[src/rtl/hazard_pkg.sv]
// Shared constants for the pipeline hazard unit: forward-select encodings and
// default widths/latency.
package hazard_pkg;

   localparam logic [1:0] FWD_RF   = 2'b00;
   localparam logic [1:0] FWD_MEWR = 2'b01;
   localparam logic [1:0] FWD_EXME = 2'b10;

   localparam int HZ_REG_W      = 5;
   localparam int HZ_MD_LATENCY = 4;
   localparam int HZ_CNT_W      = 16;

endpackage : hazard_pkg

[src/rtl/hazard_unit_if.sv]
// Bundle of pipeline-register fields seen by the hazard unit and the
// forward/stall/flush controls it returns to the pipeline.
interface hazard_unit_if
   import hazard_pkg::*;
#(
   parameter int REG_W = HZ_REG_W,
   parameter int CNT_W = HZ_CNT_W
);

   logic [REG_W-1:0] id_rs;
   logic [REG_W-1:0] id_rt;
   logic             id_uses_rs;
   logic             id_uses_rt;
   logic [REG_W-1:0] id_rw;
   logic             id_wb;
   logic             id_is_md;
   logic [REG_W-1:0] id_ex_Rs;
   logic [REG_W-1:0] id_ex_Rt;
   logic [REG_W-1:0] id_ex_Rw;
   logic             id_ex_wb;
   logic             id_ex_mem_read;
   logic [REG_W-1:0] ex_me_Rw;
   logic [REG_W-1:0] me_wr_Rw;
   logic             ex_me_wb;
   logic             me_wr_wb;
   logic             branch_taken;

   logic [1:0]       forward_a;
   logic [1:0]       forward_b;
   logic             stall_pc;
   logic             stall_if_id;
   logic             flush_if_id;
   logic             bubble_id_ex;
   logic             md_busy;
   logic             md_done;
   logic [CNT_W-1:0] stall_cnt;
   logic [CNT_W-1:0] flush_cnt;

   modport master (
      output id_rs, id_rt, id_uses_rs, id_uses_rt, id_rw, id_wb, id_is_md,
             id_ex_Rs, id_ex_Rt, id_ex_Rw, id_ex_wb, id_ex_mem_read,
             ex_me_Rw, me_wr_Rw, ex_me_wb, me_wr_wb, branch_taken,
      input  forward_a, forward_b, stall_pc, stall_if_id, flush_if_id,
             bubble_id_ex, md_busy, md_done, stall_cnt, flush_cnt
   );

   modport slave (
      input  id_rs, id_rt, id_uses_rs, id_uses_rt, id_rw, id_wb, id_is_md,
             id_ex_Rs, id_ex_Rt, id_ex_Rw, id_ex_wb, id_ex_mem_read,
             ex_me_Rw, me_wr_Rw, ex_me_wb, me_wr_wb, branch_taken,
      output forward_a, forward_b, stall_pc, stall_if_id, flush_if_id,
             bubble_id_ex, md_busy, md_done, stall_cnt, flush_cnt
   );

endinterface : hazard_unit_if

[src/rtl/hazard_unit_forward_select.sv]
// Per-operand EX-stage forward select: the youngest matching writer wins and
// register 0 never forwards.
module forward_select
   import hazard_pkg::*;
#(
   parameter int REG_W = HZ_REG_W
) (
   input  logic [REG_W-1:0] src,
   input  logic [REG_W-1:0] ex_me_rw,
   input  logic             ex_me_wb,
   input  logic [REG_W-1:0] me_wr_rw,
   input  logic             me_wr_wb,
   output logic [1:0]       sel
);

   always_comb begin
      sel = FWD_RF;
      if (src != '0) begin
         if (ex_me_wb && (ex_me_rw == src)) begin
            sel = FWD_EXME;
         end else if (me_wr_wb && (me_wr_rw == src)) begin
            sel = FWD_MEWR;
         end
      end
   end

endmodule : forward_select

[src/rtl/hazard_unit.sv]
// Hazard control for the 5-stage pipeline: operand forwarding, load-use and
// mul/div stalls, branch flush, and saturating stall/flush event counters.
module hazard_unit
   import hazard_pkg::*;
#(
   parameter int REG_W      = HZ_REG_W,
   parameter int MD_LATENCY = HZ_MD_LATENCY,
   parameter int CNT_W      = HZ_CNT_W
) (
   input logic          clk,
   input logic          rst_n,
   hazard_unit_if.slave hz
);

   localparam int MDC_W = $clog2(MD_LATENCY + 1);

   logic [MDC_W-1:0] md_cnt_q, md_cnt_d;
   logic [REG_W-1:0] md_rw_q, md_rw_d;
   logic [CNT_W-1:0] stall_cnt_q, stall_cnt_d;
   logic [CNT_W-1:0] flush_cnt_q, flush_cnt_d;

   logic md_busy;
   logic load_use;
   logic md_raw;
   logic md_waw;
   logic md_hazard;
   logic stall;
   logic md_issue;

   function automatic logic [CNT_W-1:0] sat_inc(input logic [CNT_W-1:0] v,
                                               input logic              en);
      if (en && (v != '1)) begin
         return v + CNT_W'(1);
      end
      return v;
   endfunction

   forward_select #(.REG_W(REG_W)) u_fwd_a (
      .src      (hz.id_ex_Rs),
      .ex_me_rw (hz.ex_me_Rw),
      .ex_me_wb (hz.ex_me_wb),
      .me_wr_rw (hz.me_wr_Rw),
      .me_wr_wb (hz.me_wr_wb),
      .sel      (hz.forward_a)
   );

   forward_select #(.REG_W(REG_W)) u_fwd_b (
      .src      (hz.id_ex_Rt),
      .ex_me_rw (hz.ex_me_Rw),
      .ex_me_wb (hz.ex_me_wb),
      .me_wr_rw (hz.me_wr_Rw),
      .me_wr_wb (hz.me_wr_wb),
      .sel      (hz.forward_b)
   );

   always_comb begin
      md_busy  = (md_cnt_q != '0);
      load_use = hz.id_ex_mem_read && (hz.id_ex_Rw != '0) &&
                 ((hz.id_uses_rs && (hz.id_rs == hz.id_ex_Rw)) ||
                  (hz.id_uses_rt && (hz.id_rt == hz.id_ex_Rw)));
      md_raw   = (md_rw_q != '0) &&
                 ((hz.id_uses_rs && (hz.id_rs == md_rw_q)) ||
                  (hz.id_uses_rt && (hz.id_rt == md_rw_q)));
      md_waw   = (md_rw_q != '0) && hz.id_wb && (hz.id_rw == md_rw_q);
      // A second mul/div while busy is a structural hazard, so issue never overlaps busy.
      md_hazard = md_busy && (hz.id_is_md || md_raw || md_waw);
      stall     = (load_use || md_hazard) && !hz.branch_taken;
      md_issue  = hz.id_is_md && !stall && !hz.branch_taken;
   end

   always_comb begin
      md_cnt_d = md_cnt_q;
      md_rw_d  = md_rw_q;
      if (md_issue) begin
         md_cnt_d = MDC_W'(MD_LATENCY);
         md_rw_d  = hz.id_rw;
      end else if (md_busy) begin
         md_cnt_d = md_cnt_q - MDC_W'(1);
      end
      stall_cnt_d = sat_inc(stall_cnt_q, stall);
      flush_cnt_d = sat_inc(flush_cnt_q, hz.branch_taken);
   end

   always_ff @(posedge clk or negedge rst_n) begin
      if (!rst_n) begin
         md_cnt_q    <= '0;
         md_rw_q     <= '0;
         stall_cnt_q <= '0;
         flush_cnt_q <= '0;
      end else begin
         md_cnt_q    <= md_cnt_d;
         md_rw_q     <= md_rw_d;
         stall_cnt_q <= stall_cnt_d;
         flush_cnt_q <= flush_cnt_d;
      end
   end

   assign hz.stall_pc     = stall;
   assign hz.stall_if_id  = stall;
   assign hz.flush_if_id  = hz.branch_taken;
   assign hz.bubble_id_ex = stall || hz.branch_taken;
   assign hz.md_busy      = md_busy;
   assign hz.md_done      = (md_cnt_q == MDC_W'(1));
   assign hz.stall_cnt    = stall_cnt_q;
   assign hz.flush_cnt    = flush_cnt_q;

endmodule : hazard_unit
[src/flat_wrapper.sv]
// flat-port wrapper written by rule: the top's interface ports become plain ports
module hazard_unit_flat import hazard_pkg::*;
#(
   parameter int REG_W      = HZ_REG_W,
   parameter int MD_LATENCY = HZ_MD_LATENCY,
   parameter int CNT_W      = HZ_CNT_W
)
  (clk, rst_n, hz_id_rs, hz_id_rt, hz_id_uses_rs, hz_id_uses_rt, hz_id_rw, hz_id_wb, hz_id_is_md, hz_id_ex_Rs, hz_id_ex_Rt, hz_id_ex_Rw, hz_id_ex_wb, hz_id_ex_mem_read, hz_ex_me_Rw, hz_me_wr_Rw, hz_ex_me_wb, hz_me_wr_wb, hz_branch_taken, hz_forward_a, hz_forward_b, hz_stall_pc, hz_stall_if_id, hz_flush_if_id, hz_bubble_id_ex, hz_md_busy, hz_md_done, hz_stall_cnt, hz_flush_cnt);
  hazard_unit_if #(.REG_W(REG_W), .CNT_W(CNT_W)) hz_i ();
  input logic clk;
  input logic rst_n;
  input wire logic [$bits(hz_i.id_rs)-1:0] hz_id_rs;
  input wire logic [$bits(hz_i.id_rt)-1:0] hz_id_rt;
  input wire logic [$bits(hz_i.id_uses_rs)-1:0] hz_id_uses_rs;
  input wire logic [$bits(hz_i.id_uses_rt)-1:0] hz_id_uses_rt;
  input wire logic [$bits(hz_i.id_rw)-1:0] hz_id_rw;
  input wire logic [$bits(hz_i.id_wb)-1:0] hz_id_wb;
  input wire logic [$bits(hz_i.id_is_md)-1:0] hz_id_is_md;
  input wire logic [$bits(hz_i.id_ex_Rs)-1:0] hz_id_ex_Rs;
  input wire logic [$bits(hz_i.id_ex_Rt)-1:0] hz_id_ex_Rt;
  input wire logic [$bits(hz_i.id_ex_Rw)-1:0] hz_id_ex_Rw;
  input wire logic [$bits(hz_i.id_ex_wb)-1:0] hz_id_ex_wb;
  input wire logic [$bits(hz_i.id_ex_mem_read)-1:0] hz_id_ex_mem_read;
  input wire logic [$bits(hz_i.ex_me_Rw)-1:0] hz_ex_me_Rw;
  input wire logic [$bits(hz_i.me_wr_Rw)-1:0] hz_me_wr_Rw;
  input wire logic [$bits(hz_i.ex_me_wb)-1:0] hz_ex_me_wb;
  input wire logic [$bits(hz_i.me_wr_wb)-1:0] hz_me_wr_wb;
  input wire logic [$bits(hz_i.branch_taken)-1:0] hz_branch_taken;
  output wire logic [$bits(hz_i.forward_a)-1:0] hz_forward_a;
  output wire logic [$bits(hz_i.forward_b)-1:0] hz_forward_b;
  output wire logic [$bits(hz_i.stall_pc)-1:0] hz_stall_pc;
  output wire logic [$bits(hz_i.stall_if_id)-1:0] hz_stall_if_id;
  output wire logic [$bits(hz_i.flush_if_id)-1:0] hz_flush_if_id;
  output wire logic [$bits(hz_i.bubble_id_ex)-1:0] hz_bubble_id_ex;
  output wire logic [$bits(hz_i.md_busy)-1:0] hz_md_busy;
  output wire logic [$bits(hz_i.md_done)-1:0] hz_md_done;
  output wire logic [$bits(hz_i.stall_cnt)-1:0] hz_stall_cnt;
  output wire logic [$bits(hz_i.flush_cnt)-1:0] hz_flush_cnt;
  assign hz_i.id_rs = hz_id_rs;
  assign hz_i.id_rt = hz_id_rt;
  assign hz_i.id_uses_rs = hz_id_uses_rs;
  assign hz_i.id_uses_rt = hz_id_uses_rt;
  assign hz_i.id_rw = hz_id_rw;
  assign hz_i.id_wb = hz_id_wb;
  assign hz_i.id_is_md = hz_id_is_md;
  assign hz_i.id_ex_Rs = hz_id_ex_Rs;
  assign hz_i.id_ex_Rt = hz_id_ex_Rt;
  assign hz_i.id_ex_Rw = hz_id_ex_Rw;
  assign hz_i.id_ex_wb = hz_id_ex_wb;
  assign hz_i.id_ex_mem_read = hz_id_ex_mem_read;
  assign hz_i.ex_me_Rw = hz_ex_me_Rw;
  assign hz_i.me_wr_Rw = hz_me_wr_Rw;
  assign hz_i.ex_me_wb = hz_ex_me_wb;
  assign hz_i.me_wr_wb = hz_me_wr_wb;
  assign hz_i.branch_taken = hz_branch_taken;
  assign hz_forward_a = hz_i.forward_a;
  assign hz_forward_b = hz_i.forward_b;
  assign hz_stall_pc = hz_i.stall_pc;
  assign hz_stall_if_id = hz_i.stall_if_id;
  assign hz_flush_if_id = hz_i.flush_if_id;
  assign hz_bubble_id_ex = hz_i.bubble_id_ex;
  assign hz_md_busy = hz_i.md_busy;
  assign hz_md_done = hz_i.md_done;
  assign hz_stall_cnt = hz_i.stall_cnt;
  assign hz_flush_cnt = hz_i.flush_cnt;
  hazard_unit #(.REG_W(REG_W), .MD_LATENCY(MD_LATENCY), .CNT_W(CNT_W)) u_core (.clk(clk), .rst_n(rst_n), .hz(hz_i));
endmodule
[config.mk]
export PLATFORM = sky130hd
export DESIGN_NAME = hazard_unit_flat
export DESIGN_NICKNAME = d
export VERILOG_FILES = /design/src/rtl/hazard_pkg.sv /design/src/rtl/hazard_unit_if.sv /design/src/rtl/hazard_unit_forward_select.sv /design/src/rtl/hazard_unit.sv /design/src/flat_wrapper.sv
export SDC_FILE = /design/constraint.sdc
export NUM_CORES = 1
export LEC_CHECK = 0
export ABC_AREA = 1
export CORE_MARGIN = 2
export CORE_UTILIZATION = 48
export CTS_CLUSTER_DIAMETER = 200
export DETAILED_ROUTE_END_ITERATION = 12
export GPL_TIMING_DRIVEN = 0
export HOLD_SLACK_MARGIN = 0.06
export PLACE_DENSITY = 0.81
export SLEW_MARGIN = 10
export SYNTH_ARGS = -nofsm -noshare
export SYNTH_HDL_FRONTEND = slang
export SYNTH_SLANG_ARGS = --single-unit
[constraint.sdc]
create_clock -name clk -period 2 [get_ports clk]
set_input_delay 0.5 -clock clk [delete_from_list [all_inputs] [get_ports clk]]
set_output_delay 0.5 -clock clk [all_outputs]
set_load 0.02 [all_outputs]
==> results of run 1 <==
-- repair_timing --
item | in CTS | in global routing
gates cloned | 0 | 1
gates resized for setup | 159 | 58
setup endpoints to repair | 13 | 33
hold buffers | 0 | 0
buffers inserted | 5 | 6
pin swaps | 23 | 17
-- layout make-up --
| type | instances | area, um^2 | share of cell area |
|---|---|---|---|
| well taps | 75 | 93.8 | 0.0213 |
| multi-input cells | 312 | 1840 | 0.419 |
| clock inverters | 3 | 90.1 | 0.0205 |
| clock buffers | 5 | 68.8 | 0.0156 |
| inverters | 69 | 267 | 0.0605 |
| plain buffers | 9 | 78.8 | 0.0179 |
| flip-flops and latches | 40 | 1010 | 0.229 |
| repair buffers | 104 | 951 | 0.216 |
-- cell families after synthesis --
group	count (synthesis)	share of synthesized area
AO/OA/AOI/OAI	34	0.0647
XOR/XNOR	42	0.122
adder cells (fa/ha/maj)	5	0.0207
buffers and inverters	78	0.104
flip-flops	40	0.332
AND/OR/NAND/NOR	231	0.356
-- worst paths after layout --
check / from / end / slack (ps)
max in group asynchronous: rst_n / u_core.hz.stall_cnt[0] / 1410
worst min register to register: u_core.hz.flush_cnt[14] / u_core.hz.flush_cnt[14] / 510
worst max-delay path: hz_id_rs[4] / hz_stall_pc / -280
worst max register to register: u_core.hz.stall_cnt[1] / u_core.hz.stall_cnt[6] / 80
worst min-delay path: rst_n / u_core.hz.flush_cnt[3] / 110
min in group clk: u_core.hz.flush_cnt[14] / u_core.hz.flush_cnt[14] / 510
-- placed cells by master, fill, tap and decap left out, types with 3 or more instances in the layout --
cell,n
a21oi_1,3
buf_2,13
buf_4,17
buf_6,8
buf_8,3
bufinv_16,3
clkbuf_2,4
clkbuf_8,5
clkdlybuf4s15_1,4
clkdlybuf4s50_1,36
dfrtp_1,34
dfrtp_2,6
dlygate4sd2_1,23
ha_1,5
inv_1,55
inv_2,11
inv_4,3
nand2_1,106
nand2_2,14
nand3_1,20
nand3_2,3
nand4_1,25
nor2_1,35
nor2_2,6
nor3_1,11
nor4_4,3
o21ai_0,13
o22ai_1,6
xnor2_1,13
xor2_1,27
-- power groups by stage --
| stage | combinational, uW | sequential [uW] | clock [uW] |
|---|---|---|---|
| after floorplan | 876 | 1360 | 0 |
| after global placement | 1550 | 1270 | 0 |
| after detailed placement | 1590 | 1280 | 0 |
| after CTS | 1620 | 1270 | 940 |
| after global routing | 1970 | 1320 | 976 |
| final | 1780 | 1270 | 929 |
-- state kept, by name, summed over array words and instances (netlist names) --
name and cells:
u_core.hz.stall_cnt 16, u_core.md_rw_q 5, u_core.hz.flush_cnt 16, u_core.md_cnt_q 3
-- per-layer routing --
layer	up-vias	wire, um
met5	-	0
met4	0	69
met3	9	567
met2	113	3790
met1	1463	3720
li1	1592	-
-- critical path, stage by stage --
cell and delay (ps):
dlygate4sd2_1 290, inv_1 80, o22ai_1 60, nor2_1 160
nand3_1 110, nand2_2 100, nand2_4 80, a21oi_4 190
buf_6 120, buf_6 100
-- stage by stage --
stage / setup slack (ps) / total power (uW) / TNS [ps]
finish: -282 / 3990 / -759
global route: -382 / 4260 / -2040
CTS: -306 / 3830 / -811
detailed placement: -1190 / 2870 / -12820
global placement: -1170 / 2820 / -34320
floorplan: -25.4 / 2240 / -25.4
==> flow_summary.yaml, run 1 <==
global_routing:
  grtUsageTotal: 0.226
  grt_pass1_vias: 2966
  antenna_found_initial: 0
  grt_pass1_wl_mm: 13.3
  grt_max_degree: 26
  grtUsageMet2: 0.373
  gr-usage-met1: 0.304
  gr-total-overflow: 0
  grt.busiest_layer: "met2"
  met3_usage: 0.0557
flow_run:
  cap_violations: 0
pwr:
  p_int_uw: 2460
  p_seq_frac: 0.320
  swShare: 0.384
  leakagePower_uw: 0.00218
  power_switching_uw: 1530
  clockPowerShare: 0.233
  power_density_nw_per_um2: 906
  peakVddDrop_uv: 903
  power_frac_comb: 0.447
floorplan:
  fp-row-count: 28
  core_um2: 5990
  die_height_um: 83.3
  die_w_um: 83.3
  die_area_um2: 6930
  start_util: 0.503
  ios: 93
synthesis:
  synth_area_per_cell_um2: 7.01
  netlist_area_um2: 3020
  synthTopCellsByArea: "dfrtp_1 33%, nand2_1 14%, xor2_1 8.4%"
  netlist_instances: 430
  synth_common_cells: "109 x nand2_1, 64 x inv_1, 40 x dfrtp_1, 40 x nor2_1, 29 x xor2_1"
  async_flop_share: 1.00
  synth_cell_types: 31
  synth.yosys.seq_area_share: 0.332
  synth_seq_cells: 40
  synth.most_common_cell: "nand2_1"
  synth_area_leader_cell: "dfrtp_1"
  yosysTopAreaCellShare: 0.332
  yosysWarnings: 0
  synth-edff-count: 0
  syn-num-nets: 486
  ys.flop_type: "dfrtp_1"
sta:
  fin_ws_ps: -282
  finClkSkew_ps: 6.72
  period_minus_slack_ps: 2280
  timing.final.crit_share: 1.14
  timing.hold.ws_ps: 110
  hold_viol_final: 0
  setup_viol: 4
  rsz0062_at_grt: "true"
  slew_headroom: 0.731
  slew_viol_final: 0
  max_freq_mhz: 438
  worst_pin_slew_ps: 404
clock_tree:
  worstSkewPairLatency_ps: 300
  cts_root_buf: "clkbuf_8"
  cts_made_buffers: 5
  clk_pin_slew_ps: 80
  clk_path_buf_depth: 2
  clock-sinks: 40
  htree_levels: 2
  cts_tree: "done"
final_layout:
  antenna_cells: 0
  fin_area_um2: 4400
  final_cells: 617
  nFillCells: 470
  final_util: 0.735
  area_growth_pct: 46.0
  fin_nets: 597
  drive_gt1_frac: 0.221
status:
  status: "finished with violations"
  failed_checks: "negative setup slack"
place:
  place_inst: 597
  gp_routability_congestion: 0.926
  port_buffers: 91
  place_area_um2: 4050
  dp_hpwl_mm: 5.77
setup_path:
  worstSetupStartpointType: "primary input"
  path_max_fanout: 4
  crit_required_ps: 1500
  endpoint_kind: "output port"
  cp.arrival_ps: 1780
  r2r_cells: 9
  critical_path_class: "in2out"
drt:
  num_vias: 3177
  drtPass1Iterations: 4
  dr.first_iter.drc_count: 173
  postRouteAntennaNets: 0
  via_per_inst: 5.15
  routedWlPerCell_um: 13.2
  drcViolationCount: 0
  wirelength_mm: 8.14
worst_hold_path:
  hold_class: "in2async"
No activity file was read; power rests on OpenSTA's default activity.
==> run 2, diff against run 1 <==
--- a/config.mk
+++ b/config.mk
@@ -6,7 +6,7 @@
 export NUM_CORES = 1
 export LEC_CHECK = 0
 export ABC_AREA = 1
-export CORE_MARGIN = 2
+export CORE_MARGIN = 3
 export CORE_UTILIZATION = 48
 export CTS_CLUSTER_DIAMETER = 200
 export DETAILED_ROUTE_END_ITERATION = 12
==> flow_summary.yaml, run 2 (synthesis gave the netlist of run 1 again) <==
setup_path:
  crit_chain: "clkdlybuf4s50_1 > xnor2_1 > nand3_1 > nand3_2 > nand2_4 > a21oi_4 > buf_6 > buf_6"
  cp-endpoint: "hz_stall_pc"
  cp.buffers_inverters: 3
  endpoint_kind: "output port"
  crit_path_start: "hz_id_rw[4]"
  r2r_start: "u_core.hz.stall_cnt[1]"
  worstSetupStartpointType: "primary input"
  crit_slowest_cell: "clkdlybuf4s50_1"
  cp.arrival_ps: 1780
  max_stage_delay_ps: 510
  crit_top_cell: "buf_6"
  critical_path_class: "in2out"
  r2r_cells: 9
  path_max_fanout: 3
  ff2ff_setup_slack_ps: 110
  critPathTopFamily: "buffers and inverters"
  r2r_end: "u_core.hz.stall_cnt[11]"
  crit_required_ps: 1500
  crit_cells: 8
drt:
  routedWlPerCell_um: 13.2
  drcViolationCount: 0
  via_per_inst: 5.22
  dr.first_iter.drc_count: 124
  postRouteAntennaNets: 0
  drtPass1Iterations: 4
  num_vias: 3198
  wirelength_mm: 8.11
pwr:
  power_density_nw_per_um2: 824
  peakVddDrop_uv: 776
  leakagePower_uw: 0.00213
  p_total_uw: 3510
sta:
  max_freq_mhz: 438
  fin_ws_ps: -284
  timing.final.crit_share: 1.14
  finClkSkew_ps: 4.39
  hold_viol_final: 0
  period_minus_slack_ps: 2280
  slew_headroom: 0.686
  rsz0062_at_grt: "true"
  setup_viol: 4
  slew_viol_final: 0
  timing.hold.ws_ps: 73.0
  worst_pin_slew_ps: 467
clock_tree:
  clk_path_buf_depth: 2
  clk_pin_slew_ps: 70
  cts_root_buf: "clkbuf_8"
  clock-sinks: 40
  cts_tree: "done"
  worstSkewPairLatency_ps: 290
  cts_made_buffers: 5
  htree_levels: 2
final_layout:
  antenna_cells: 0
  final_util: 0.711
  drive_gt1_frac: 0.206
  final_cells: 613
  nFillCells: 480
  final_cell_mix: "107 x nand2_1, 54 x inv_1, 37 x nor2_1"
  layout_commonest_cell: "nand2_1"
  area_growth_pct: 41.3
  fin_area_um2: 4260
  fin_nets: 596
worst_hold_path:
  hold_class: "in2async"
floorplan:
  die_area_um2: 7270
  die_height_um: 85.3
  core_um2: 5990
  die_w_um: 85.3
  ios: 93
  fp-row-count: 28
  start_util: 0.503
global_routing:
  grt_pass1_wl_mm: 13.3
  grtUsageTotal: 0.219
  gr-total-overflow: 0
  grt_pass1_vias: 3003
  antenna_found_initial: 0
  grt_max_degree: 31
place:
  dp_hpwl_mm: 5.92
  place_inst: 597
  port_buffers: 91
  place_area_um2: 4050
  gp_routability_congestion: 0.921
flow_run:
  cap_violations: 0
status:
  status: "finished with violations"
  failed_checks: "negative setup slack"
## run 2: cell types whose count changed in the layout (fill, tap and decap cells not counted), sizes merged
| cell | before | now |
|---|---|---|
| clkdlybuf4s15 | 4 | 8 |
| bufinv | 3 | 0 |
| clkbuf | 12 | 11 |
| dlymetal6s2s | 0 | 2 |
| buf | 43 | 42 |
| dlygate4sd2 | 23 | 18 |
## run 2: repair_timing
action | in CTS | in global routing
hold endpoints to repair | 0 | 0
resized for setup | 167 | 38
gates cloned | 0 | 1
pin swaps | 24 | 18
hold buffers | 0 | 0
setup endpoints to repair | 24 | 21
setup buffers | 4 | 7
## run 2: layer usage
| metal | wire length, um | GRT usage | share of wire | vias to the layer above |
|---|---|---|---|---|
| met3 | 588 | 0.0466 | 0.072 | 12 |
| li1 | - | - | - | 1589 |
| met5 | 0 | 0 | 0 | - |
| met1 | 3590 | 0.303 | 0.44 | 1483 |
| met4 | 87 | 0.0604 | 0.011 | 0 |
| met2 | 3850 | 0.348 | 0.47 | 114 |
## run 2: final cells by class
cell class	count	area, um^2	share of cell area
repair buffers	103	951	0.223
inverters	69	262	0.0614
flip-flops and latches	40	1010	0.236
well taps	75	93.8	0.0220
clock buffers	5	68.8	0.0162
multi-input cells	312	1800	0.423
plain buffers	9	76.3	0.0179
## run 2: worst min-delay path by stage
stage | slack [ps] | to | depth (start not counted)
final | 70 | u_core.hz.stall_cnt[9] | 1
after global routing | 70 | u_core.hz.stall_cnt[8] | 1
after CTS | 70 | u_core.hz.stall_cnt[9] | 1
after detailed placement | 390 | u_core.hz.stall_cnt[7] | 1
after global placement | 490 | u_core.hz.flush_cnt[14] | 1
after floorplan | 200 | u_core.hz.flush_cnt[0] | 0
## run 2: where the power goes
part	leakage (uW)	switching (uW)	internal, uW	total [uW]
Sequential	0.000517	270	1010	1280
Clock	0.0000359	264	225	489
Combinational	0.00157	938	799	1740
Total	0.00213	1470	2040	3510
## run 2: metrics by stage
| step | TNS (ps) | setup WS (ps) |
|---|---|---|
| 2_1_floorplan | -25.4 | -25.4 |
| 3_3_place_gp | -34230 | -1180 |
| 3_5_place_dp | -13280 | -1210 |
| 4_1_cts | -687 | -290 |
| 5_1_grt | -1510 | -376 |
| 6_report | -687 | -284 |
